[src/rtl/fetch_stage.sv]
// Instruction fetch stage: PC register, branch redirect, stall hold and the IF/ID pipeline register.
// Also keeps a saturating count of accepted fetches.
module fetch_stage #(
  parameter int unsigned            WORD_WIDTH  = 32,
  parameter logic [WORD_WIDTH-1:0]  RESET_PC    = '0,
  parameter int unsigned            COUNT_WIDTH = 32
) (
  input  logic                   clk,
  input  logic                   rst,
  input  logic                   freeze,
  input  logic                   branch_taken,
  input  logic [WORD_WIDTH-1:0]  branch_addr,
  output logic [WORD_WIDTH-1:0]  imem_addr,
  input  logic [WORD_WIDTH-1:0]  imem_instruction,
  output logic [WORD_WIDTH-1:0]  if_pc_plus4,
  output logic [WORD_WIDTH-1:0]  if_instruction,
  output logic                   if_valid,
  output logic [COUNT_WIDTH-1:0] fetch_count
);

  localparam logic [WORD_WIDTH-1:0]  PC_STEP   = WORD_WIDTH'(4);
  localparam logic [COUNT_WIDTH-1:0] COUNT_MAX = '1;
  localparam logic [COUNT_WIDTH-1:0] COUNT_ONE = COUNT_WIDTH'(1);

  logic [WORD_WIDTH-1:0] pc;
  logic [WORD_WIDTH-1:0] pc_plus4;

  // PC+4 wraps naturally at the word width.
  assign pc_plus4  = pc + PC_STEP;
  assign imem_addr = pc;

  // Priority: reset, then redirect (flushes IF/ID), then stall hold, then advance.
  always_ff @(posedge clk) begin
    if (rst) begin
      pc             <= RESET_PC;
      if_pc_plus4    <= '0;
      if_instruction <= '0;
      if_valid       <= 1'b0;
      fetch_count    <= '0;
    end else if (branch_taken) begin
      pc             <= {branch_addr[WORD_WIDTH-1:2], 2'b00};
      if_pc_plus4    <= '0;
      if_instruction <= '0;
      if_valid       <= 1'b0;
    end else if (!freeze) begin
      pc             <= pc_plus4;
      if_pc_plus4    <= pc_plus4;
      if_instruction <= imem_instruction;
      if_valid       <= 1'b1;
      if (fetch_count != COUNT_MAX) begin
        fetch_count <= fetch_count + COUNT_ONE;
      end
    end
  end

endmodule

[config.mk]
export PLATFORM = sky130hd
export DESIGN_NAME = fetch_stage
export DESIGN_NICKNAME = d
export VERILOG_FILES = /design/src/rtl/fetch_stage.sv
export SDC_FILE = /design/constraint.sdc
export NUM_CORES = 1
export LEC_CHECK = 0
export BUFFER_PORTS_ARGS = -buffer_cell sky130_fd_sc_hd__buf_2
export CAP_MARGIN = 20
export CORE_UTILIZATION = 51
export CTS_CLUSTER_SIZE = 25
export DETAILED_ROUTE_END_ITERATION = 8
export GPL_TIMING_DRIVEN = 0
export HOLD_SLACK_MARGIN = 0.1
export MAX_ROUTING_LAYER = met4
export PLACE_DENSITY_LB_ADDON = 0.15
export SLEW_MARGIN = 10
export SYNTH_ARGS = -nofsm -noshare
export SYNTH_HDL_FRONTEND = slang
export SYNTH_SLANG_ARGS = --single-unit
[constraint.sdc]
create_clock -name clk -period 2.84 [get_ports clk]
set_input_delay 0.284 -clock clk [delete_from_list [all_inputs] [get_ports clk]]
set_output_delay 0.284 -clock clk [all_outputs]
set_load 0.01 [all_outputs]
==> flow_metrics.env, run 1 <==
export IMPL_yosysTopAreaCell="dfxtp_1"
export IMPL_required_ns=3.18
export IMPL_hp_class="input pin to flip-flop"
export IMPL_setup_tns_ns=0
export IMPL_finalCriticalPeriod_ns=2.334
export IMPL_yosysWarnings=0
export IMPL_critical_path_max_stage_delay_ns=0.66
export IMPL_fp_dieW_um=109.2
export IMPL_place_inst=1021
export IMPL_layout_drive_gt1_share_pct=26.59
export IMPL_drv_slew=0
export IMPL_ant_nets=0
export IMPL_avgSynthCellArea_um2=8.499
export IMPL_num_vias=5839
export IMPL_hold_ws_ns=0.1101
export IMPL_cts_resized=0
export IMPL_syn_area_mm2=0.005856
export IMPL_peakVddDrop_uv=393.8
export IMPL_crit_chain="buf_2, nand4_1, nor4_1, clkbuf_2, nand3_1, xor2_1, a21oi_1"
export IMPL_leakage_nw=3.446
export IMPL_die_h_um=109.2
export IMPL_ys_seq_area_share_pct=42.74
export IMPL_wl_per_cell_um=15.62
export IMPL_h_tree_depth=4
export IMPL_tightest_slew_ns=0.9095
export IMPL_drc_errors=0
export IMPL_io_buffers=189
export IMPL_grt_ovfl_total=0
export IMPL_syn_to_final_growth_pct=33.50
export IMPL_power_per_cell_area_mw_per_mm2=603.6
export IMPL_clock_latency_ns=0.42
export IMPL_viasPerCell=5.452
export IMPL_die_area_mm2=0.01191
export IMPL_gp_congestion=0.8858
export IMPL_hold_viol_final=0
export IMPL_grt_pass1_wl_um=26360
export IMPL_root_buffer="clkbuf_16"
export IMPL_critPathKind="flip-flop to flip-flop"
export IMPL_ys_types=52
export IMPL_holdBufCountCts=15
export IMPL_drt_total_wl_um=16730
export IMPL_outcome="complete, no violations"
export IMPL_first_global_vias=5529
export IMPL_synth_area_leaders="dfxtp_1, mux2i_1, a21oi_1"
export IMPL_relSlewSlack_pct=38.90
export IMPL_clk_path_buf_depth=2
export IMPL_skew_ns=0.007595
export IMPL_start_util_pct=53.09
export IMPL_grt_max_degree=17
export IMPL_antenna_found_initial=1
export IMPL_period_share_pct=82.18
export IMPL_async_flop_share_pct=0
export IMPL_track_usage_pct=29.50
export IMPL_max_freq_ghz=0.4285
export IMPL_hpwl_um=11990
export IMPL_ys_flop_type="dfxtp_1"
export IMPL_synthCells=689
export IMPL_crit_path_top_delay_cell="nor4_1"
export IMPL_max_cap_violations=0
export IMPL_placementRows=38
export IMPL_endpoint_kind="flip-flop"
export IMPL_coreArea_mm2=0.01103
export IMPL_fin_nets=988
export IMPL_cp_arrival_ns=2.68
export IMPL_crit_fanout=8
export IMPL_clock_sinks=125
export IMPL_clk_pin_slew_ns=0.06
export IMPL_cts_inserted_buffers=17
export IMPL_fillCellCount=925
export IMPL_fin_cells=1071
export IMPL_rsz0062_at_grt="false"
export IMPL_synth_top_area_share_pct=42.74
export IMPL_setup_viol=0
export IMPL_synth_edf_count=0
export IMPL_cp_start_kind="flip-flop"
export IMPL_cts_setup_buffers=0
export IMPL_drtIter0Drc=316
export IMPL_cts_tree="built"
export IMPL_synth_seq_cells=125
export IMPL_drtPass1Iterations=5
export IMPL_io_pins=197
[area by class of cell]
class                      count  area (um2)  share of cell area (%)
inverter                      26       97.59                   1.248
sequential                   125        2502                   32.01
clock buffer                  24       501.7                   6.418
buffer                        46       197.7                   2.529
multi-input combinational    495        3069                   39.26
tap                          140       175.2                   2.241
timing repair buffer         207        1114                   14.24
clock inverter                 6       155.1                   1.985
antenna                        2       5.005                 0.06402
[worst max-delay path, delay by kind of cell (launching register included)]
kind	cells	cell delay, ns
simple gates	3	1.07
buf+inv	2	0.49
flops	1	0.37
xor+xnor	1	0.18
compound gates	1	0.15
[flip-flops by register name, indices dropped and copies added, names as in the netlist]
name / cells
fetch_count: 32
if_instruction: 32
if_pc_plus4: 30
if_valid: 1
imem_addr: 30
[power by group]
| part | switching (W) | internal, W | total [W] |
|---|---|---|---|
| logic | 0.000235 | 0.000191 | 0.000426 |
| registers | 0.0000598 | 0.00182 | 0.00188 |
| clock network | 0.000753 | 0.00166 | 0.00242 |
[cell families (layout without fill, tap and decap cells)]
logic type	count (synthesis)	count (layout)	synth area share (%)
AND/OR/NAND/NOR	241	241	21.18
XOR/XNOR	66	66	9.872
AO/OA/AOI/OAI	143	143	14.02
flip-flops	125	125	42.74
buffers and inverters	72	309	5.043
adder cells (fa/ha/maj)	2	2	0.4273
other	1	6	0.06404
multiplexers	39	39	6.667
[final timing paths]
| check | depth (start not counted) | end | slack [ns] | start |
|---|---|---|---|---|
| max reg2reg | 7 | if_pc_plus4[29] | 0.51 | imem_addr[8] |
| min reg2reg | 1 | if_valid | 0.45 | if_valid |
| min | 3 | if_instruction[29] | 0.11 | imem_instruction[29] |
| max | 7 | if_pc_plus4[29] | 0.51 | imem_addr[8] |
[routing by layer]
metal / global-route usage (%) / vias to the layer above / share of wire (%)
met2: 47.98 / 229 / 49
li1: - / 2855 / -
met5: - / - / 0
met4: 10.04 / 0 / 1.3
met3: 7.830 / 21 / 7.3
met1: 35.19 / 2734 / 42
[synthesized netlist by cell type, types with 2 or more instances]
cell / instances
a211oi_1: 4
a21oi_1: 71
a31oi_1: 2
and2_1: 2
and3_1: 5
and4_1: 7
buf_1: 6
buf_2: 7
buf_4: 4
clkbuf_1: 28
dfxtp_1: 125
ha_1: 2
inv_1: 25
mux2i_1: 39
nand2_1: 33
nand3_1: 21
nand3b_1: 2
nand4_1: 25
nor2_1: 83
nor2b_1: 3
nor3_1: 10
nor4_1: 16
nor4_2: 2
o21a_1: 18
o21ai_0: 33
o31ai_1: 3
or2_2: 7
or3_1: 15
or4_1: 4
xnor2_1: 39
xor2_1: 27
[cell usage in the layout, fill, tap and decap left out, types with 6 or more instances in the layout]
master           n
buf_1            6
clkbuf_1        30
dlygate4sd3_1   15
o21a_1          18
xor2_1          27
nand4_1         25
nor2_1          83
dfxtp_1        125
nand2_1         33
nor3_1          10
nand3_1         21
inv_1           25
nor4_1          16
buf_2          196
or3_1           15
mux2i_1         39
a21oi_1         71
xnor2_1         39
or2_2            7
and4_1           7
clkbuf_16       17
o21ai_0         33
[per-stage QoR]
step / total power (W) / util, % / worst slack, ns / area, um2
floorplan: 0.002144 / - / 0.7406 / 5867
global placement: 0.002304 / 63.35 / 0.3276 / 6988
detailed placement: 0.002316 / 63.35 / 0.2619 / 6988
CTS: 0.004734 / 70.67 / 0.2318 / 7795
global route: 0.004861 / 70.85 / 0.3159 / 7815
finish: 0.004719 / 70.87 / 0.5062 / 7818
Note: power is estimated with default switching activity, not from simulation.
==> run 2: changes to the inputs <==
==> constraint.sdc (replaced) <==
create_clock -name clk -period 2.2 [get_ports clk]
set_input_delay 0.22 -clock clk [delete_from_list [all_inputs] [get_ports clk]]
set_output_delay 0.22 -clock clk [all_outputs]
set_load 0.01 [all_outputs]
==> flow_metrics.env, run 2 (same netlist as run 1, synthesis figures left out) <==
export IMPL_reg2reg_slack_ns=0.02
export IMPL_fin_cells=1098
export IMPL_place_inst=1021
export IMPL_grt_pass1_wl_um=27410
export IMPL_clk_pin_slew_ns=0.06
export IMPL_hp_class="input pin to flip-flop"
export IMPL_start_util_pct=53.09
export IMPL_setup_viol=0
export IMPL_setup_tns_ns=0
export IMPL_cts_tree="built"
export IMPL_rsz0062_at_grt="true"
export IMPL_required_ns=2.49
export IMPL_outcome="complete, no violations"
export IMPL_skew_ns=0.008436
export IMPL_gp_congestion=0.8858
export IMPL_crit_chain="nand4_1, or4_1, buf_6, nor4_1, xnor2_1, nor2_1"
export IMPL_clock_latency_ns=0.42
export IMPL_cp_start_kind="flip-flop"
export IMPL_peakVddDrop_uv=513.7
export IMPL_crit_path_top_delay_cell="or4_1"
export IMPL_fillCellCount=811
export IMPL_cts_inserted_buffers=17
export IMPL_clock_sinks=125
export IMPL_leakage_nw=3.688
export IMPL_coreArea_mm2=0.01103
export IMPL_fp_dieW_um=109.2
export IMPL_antenna_found_initial=0
export IMPL_final_cell_mix="buf_2, dfxtp_1, nor2_1"
export IMPL_io_pins=197
export IMPL_grt_ovfl_total=0
export IMPL_root_buffer="clkbuf_16"
export IMPL_die_h_um=109.2
export IMPL_max_cap_violations=0
export IMPL_relSlewSlack_pct=55.30
export IMPL_top_regs="fetch_count (32), if_instruction (32)"
export IMPL_fin_nets=1017
export IMPL_tightest_slew_ns=0.6705
export IMPL_h_tree_depth=4
export IMPL_die_area_mm2=0.01191
export IMPL_finalCriticalPeriod_ns=2.184
export IMPL_syn_to_final_growth_pct=42.33
export IMPL_track_usage_pct=30.72
export IMPL_drtIter0Drc=373
export IMPL_max_freq_ghz=0.4579
export IMPL_clk_path_buf_depth=2
export IMPL_drt_total_wl_um=18050
export IMPL_endpoint_kind="flip-flop"
export IMPL_viasPerCell=5.522
export IMPL_cp_arrival_ns=2.47
export IMPL_drtPass1Iterations=5
export IMPL_critPathKind="flip-flop to flip-flop"
export IMPL_grt_max_degree=17
export IMPL_num_vias=6063
export IMPL_hold_viol_final=0
export IMPL_diodes=0
export IMPL_placementRows=38
export IMPL_power_per_cell_area_mw_per_mm2=738.3
export IMPL_wl_per_cell_um=16.44
export IMPL_ant_nets=0
export IMPL_period_share_pct=99.27
export IMPL_first_global_vias=5741
export IMPL_drv_slew=0
export IMPL_layout_drive_gt1_share_pct=28.81
export IMPL_critical_path_max_stage_delay_ns=0.58
export IMPL_final_common_cell="buf_2"
export IMPL_io_buffers=189
export IMPL_hpwl_um=11990
export IMPL_crit_fanout=9
export IMPL_drc_errors=0
-- run 2: cell types whose count changed in the layout (fill, tap and decap cells not counted), sizes merged --
cell,before,now
buf,206,210
dlygate4sd3,15,43
clkbuf,56,53
diode,2,0
-- run 2: layer usage --
layer | wire length [um] | track usage [%] | part of all wire [%] | vias up
met5 | 0 | - | 0 | -
met4 | 280 | 10.23 | 1.6 | 0
met3 | 1187 | 7.292 | 6.6 | 24
met2 | 9029 | 50.63 | 50 | 243
met1 | 7550 | 36.72 | 42 | 2879
li1 | - | - | - | 2917
-- run 2: final cells by class --
cell class	count	area, um2	area share (%)
clock inverter	6	155.1	1.862
tap	140	175.2	2.102
buffer	42	195.2	2.342
inverter	26	97.59	1.171
sequential	125	2516	30.19
multi-input combinational	495	3257	39.08
clock buffer	24	501.7	6.020
timing repair buffer	240	1436	17.23
-- run 2: power by group --
group	internal [W]	switching (W)
clock	0.00215	0.000983
sequential	0.00235	0.0000873
combinational	0.000280	0.000311
-- run 2: timing repair --
action,in CTS,in global routing
endpoints found under the hold margin,43,0
gates cloned,0,0
resized for setup,13,30
setup endpoints to repair,42,47
hold buffers,43,0
buffers inserted,0,8
pin swaps,1,4
-- run 2: path summary, 6_finish.rpt --
kind | from | end | cells past startpoint
max | fetch_count[6] | fetch_count[28] | 6
min | branch_addr[13] | imem_addr[13] | 4
max reg2reg | fetch_count[6] | fetch_count[28] | 6
min reg2reg | if_valid | if_valid | 1
-- run 2: metrics by stage --
stage | setup WS, ns | total power, W | utilization (%) | hold WS [ns] | instance area (um2)
6_report | 0.01613 | 0.006153 | 75.56 | 0.1331 | 8334
5_1_grt | -0.06736 | 0.006326 | 75.56 | 0.1400 | 8334
4_1_cts | -0.07961 | 0.006154 | 73.75 | 0.1231 | 8135
3_5_place_dp | -0.3781 | 0.002990 | 63.35 | 0.4440 | 6988
3_3_place_gp | -0.3124 | 0.002975 | 63.35 | 0.4308 | 6988
2_1_floorplan | 0.1006 | 0.002767 | - | 0.3627 | 5867
-- run 2: critical path: cells and delay by family (launching register included) --
family / cells / cell delay [ns]
buffers and inverters: 1 / 0.18
xor gates and xnor gates: 1 / 0.16
DFF: 1 / 0.43
and+or+nand+nor: 4 / 1.28
==> run 3: changes to the inputs <==
--- a/config.mk
+++ b/config.mk
@@ -7,6 +7,7 @@
 export LEC_CHECK = 0
 export BUFFER_PORTS_ARGS = -buffer_cell sky130_fd_sc_hd__buf_2
 export CAP_MARGIN = 20
+export CORE_MARGIN = 10
 export CORE_UTILIZATION = 51
 export CTS_CLUSTER_SIZE = 25
 export DETAILED_ROUTE_END_ITERATION = 8
==> flow_metrics.env, run 3 (same netlist as run 1, synthesis figures left out) <==
export IMPL_outcome="complete, no violations"
export IMPL_hpwl_um=13910
export IMPL_clk_pin_slew_ns=0.06
export IMPL_coreArea_mm2=0.01132
export IMPL_crit_path_top_delay_cell="nor4_2"
export IMPL_leakage_nw=3.648
export IMPL_placementRows=39
export IMPL_drc_errors=0
export IMPL_r2r_end="fetch_count[16]"
export IMPL_p_int_w=0.004870
export IMPL_gp_congestion=0.9313
export IMPL_hp_class="input pin to flip-flop"
export IMPL_clk_path_buf_depth=2
export IMPL_fp_dieW_um=127.2
export IMPL_track_usage_pct=24.17
export IMPL_crit_fanout=7
export IMPL_start_util_pct=51.72
export IMPL_max_cap_violations=0
export IMPL_final_cell_mix="buf_2, dfxtp_1, nor2_1"
export IMPL_first_global_vias=6169
export IMPL_grt_ovfl_total=0
export IMPL_setup_viol=0
export IMPL_top_regs="fetch_count (32), if_instruction (32)"
export IMPL_cp_start_kind="flip-flop"
export IMPL_endpoint_kind="flip-flop"
export IMPL_wl_met1_um=7807
export IMPL_reg2reg_from="fetch_count[25]"
export IMPL_power_frac_seq_pct=38.6
export IMPL_drtPass1Iterations=5
export IMPL_crit_chain="nand4_1, nor4_2, nor3_1, xnor2_1, nor2_1"
export IMPL_clockPowerShare_pct=51.8
export IMPL_die_area_mm2=0.01617
export IMPL_comb_power_share_pct=9.5
export IMPL_period_share_pct=98.14
export IMPL_min_from="branch_addr[29]"
export IMPL_num_vias=6058
export IMPL_stdcell_area_mm2=0.008339
export IMPL_dr_wl_met3_um=1118
export IMPL_grt_pass1_wl_um=30980
export IMPL_reg2reg_slack_ns=0.04
export IMPL_die_h_um=127.2
export IMPL_cts_inserted_buffers=17
export IMPL_required_ns=2.48
export IMPL_clock_sinks=125
export IMPL_final_common_cell="buf_2"
export IMPL_syn_to_final_growth_pct=42.41
export IMPL_wl_met2_um=10230
export IMPL_hold_path_depth=4
export IMPL_relSlewSlack_pct=40.02
export IMPL_power_per_cell_area_mw_per_mm2=754.8
export IMPL_root_buffer="clkbuf_16"
export IMPL_io_buffers=189
export IMPL_hold_viol_final=0
export IMPL_power_switching_w=0.001425
export IMPL_critical_path_max_stage_delay_ns=0.89
export IMPL_h_tree_depth=4
export IMPL_ant_nets=0
export IMPL_hold_ws_ns=0.1289
export IMPL_viasPerCell=5.497
export IMPL_fillCellCount=843
export IMPL_wl_per_cell_um=17.93
export IMPL_critPathKind="flip-flop to flip-flop"
export IMPL_drtIter0Drc=537
export IMPL_fin_nets=1015
export IMPL_ff2ff_path_depth=5
export IMPL_finalCriticalPeriod_ns=2.159
export IMPL_top_layer_used="met4"
export IMPL_antenna_found_initial=1
export IMPL_tightest_slew_ns=0.8923
export IMPL_cts_tree="built"
export IMPL_grt_max_degree=17
export IMPL_max_freq_ghz=0.4632
export IMPL_worstHoldEndpoint="imem_addr[29]"
export IMPL_rsz0062_at_grt="true"
export IMPL_peakVddDrop_uv=660.1
export IMPL_drt_total_wl_um=19760
export IMPL_drv_slew=0
export IMPL_io_pins=197
export IMPL_layout_drive_gt1_share_pct=29.02
export IMPL_cp_arrival_ns=2.44
export IMPL_post_dp_cell_area_mm2=0.006992
export IMPL_clock_latency_ns=0.42
export IMPL_skew_ns=0.007781
export IMPL_swShare_pct=22.64
## run 3: cell count changes in the layout (fill, tap and decap cells not counted), moves of 2 or more
cell / change
clkinv_4: +2
nor4_2: +6
dfxtp_2: -3
nor4_1: -2
dfxtp_1: +4
clkbuf_1: -2
nor4_4: -4
## run 3: worst max path at each step
stage	endpoint	slack, ns	start	cells past startpoint
finish	fetch_count[16]	0.04	fetch_count[25]	5
global route	fetch_count[12]	-0.10	fetch_count[25]	5
CTS	fetch_count[28]	0.02	fetch_count[0]	7
detailed placement	imem_addr[26]	-0.41	imem_addr[2]	6
global placement	imem_addr[26]	-0.27	imem_addr[2]	6
floorplan	imem_addr[28]	0.10	imem_addr[2]	6
## run 3: metrics by stage
step                util, %  total power, W  setup TNS, ns  setup WS, ns  instances
floorplan                 -        0.002767              0        0.1006        692
global placement      61.76        0.002985         -3.161       -0.2740       1024
detailed placement    61.76        0.003003         -4.992       -0.4063       1024
CTS                   72.67        0.006326              0       0.02484       1102
global route          73.66        0.006488        -0.5955       -0.1002       1102
finish                73.66        0.006295              0       0.04092       1102
## run 3: per-layer routing
layer	vias up	GRT usage [%]
met1	2899	25.87
met4	0	10.45
met3	44	6.286
met2	198	41.46
li1	2917	-
met5	-	-
## run 3: critical path: cells and delay by family, from the launching register on
family	cells	cell delay, ns
XOR/XNOR	1	0.18
AND/OR/NAND/NOR	4	1.41
flip-flops	1	0.43
## run 3: power groups by stage
stage / logic, W / registers, W / clock network, W
6_report: 0.000601 / 0.00243 / 0.00326
5_1_grt: 0.000652 / 0.00244 / 0.00339
4_1_cts: 0.000604 / 0.00242 / 0.00330
3_5_place_dp: 0.000537 / 0.00247 / 0
3_3_place_gp: 0.000524 / 0.00246 / 0
2_1_floorplan: 0.000274 / 0.00249 / 0
## run 3: timing repair
action                                 CTS  global route
setup endpoints to repair               34            32
setup buffers                            4             3
endpoints found under the hold margin   43             0
gates resized for setup                 18            19
pin swaps                                1             3
hold buffers                            43             0
## run 3: area by class of cell
cell class,instances,area (um2),share of cell area [%]
multi-input combinational,495,3242,38.87
sequential,125,2509,30.08
timing repair buffer,239,1429,17.13
clock buffer,22,484.2,5.806
clock inverter,10,207.7,2.491
buffer,41,188.9,2.266
tap,143,178.9,2.146
inverter,26,97.59,1.170
antenna,1,2.502,0.03001
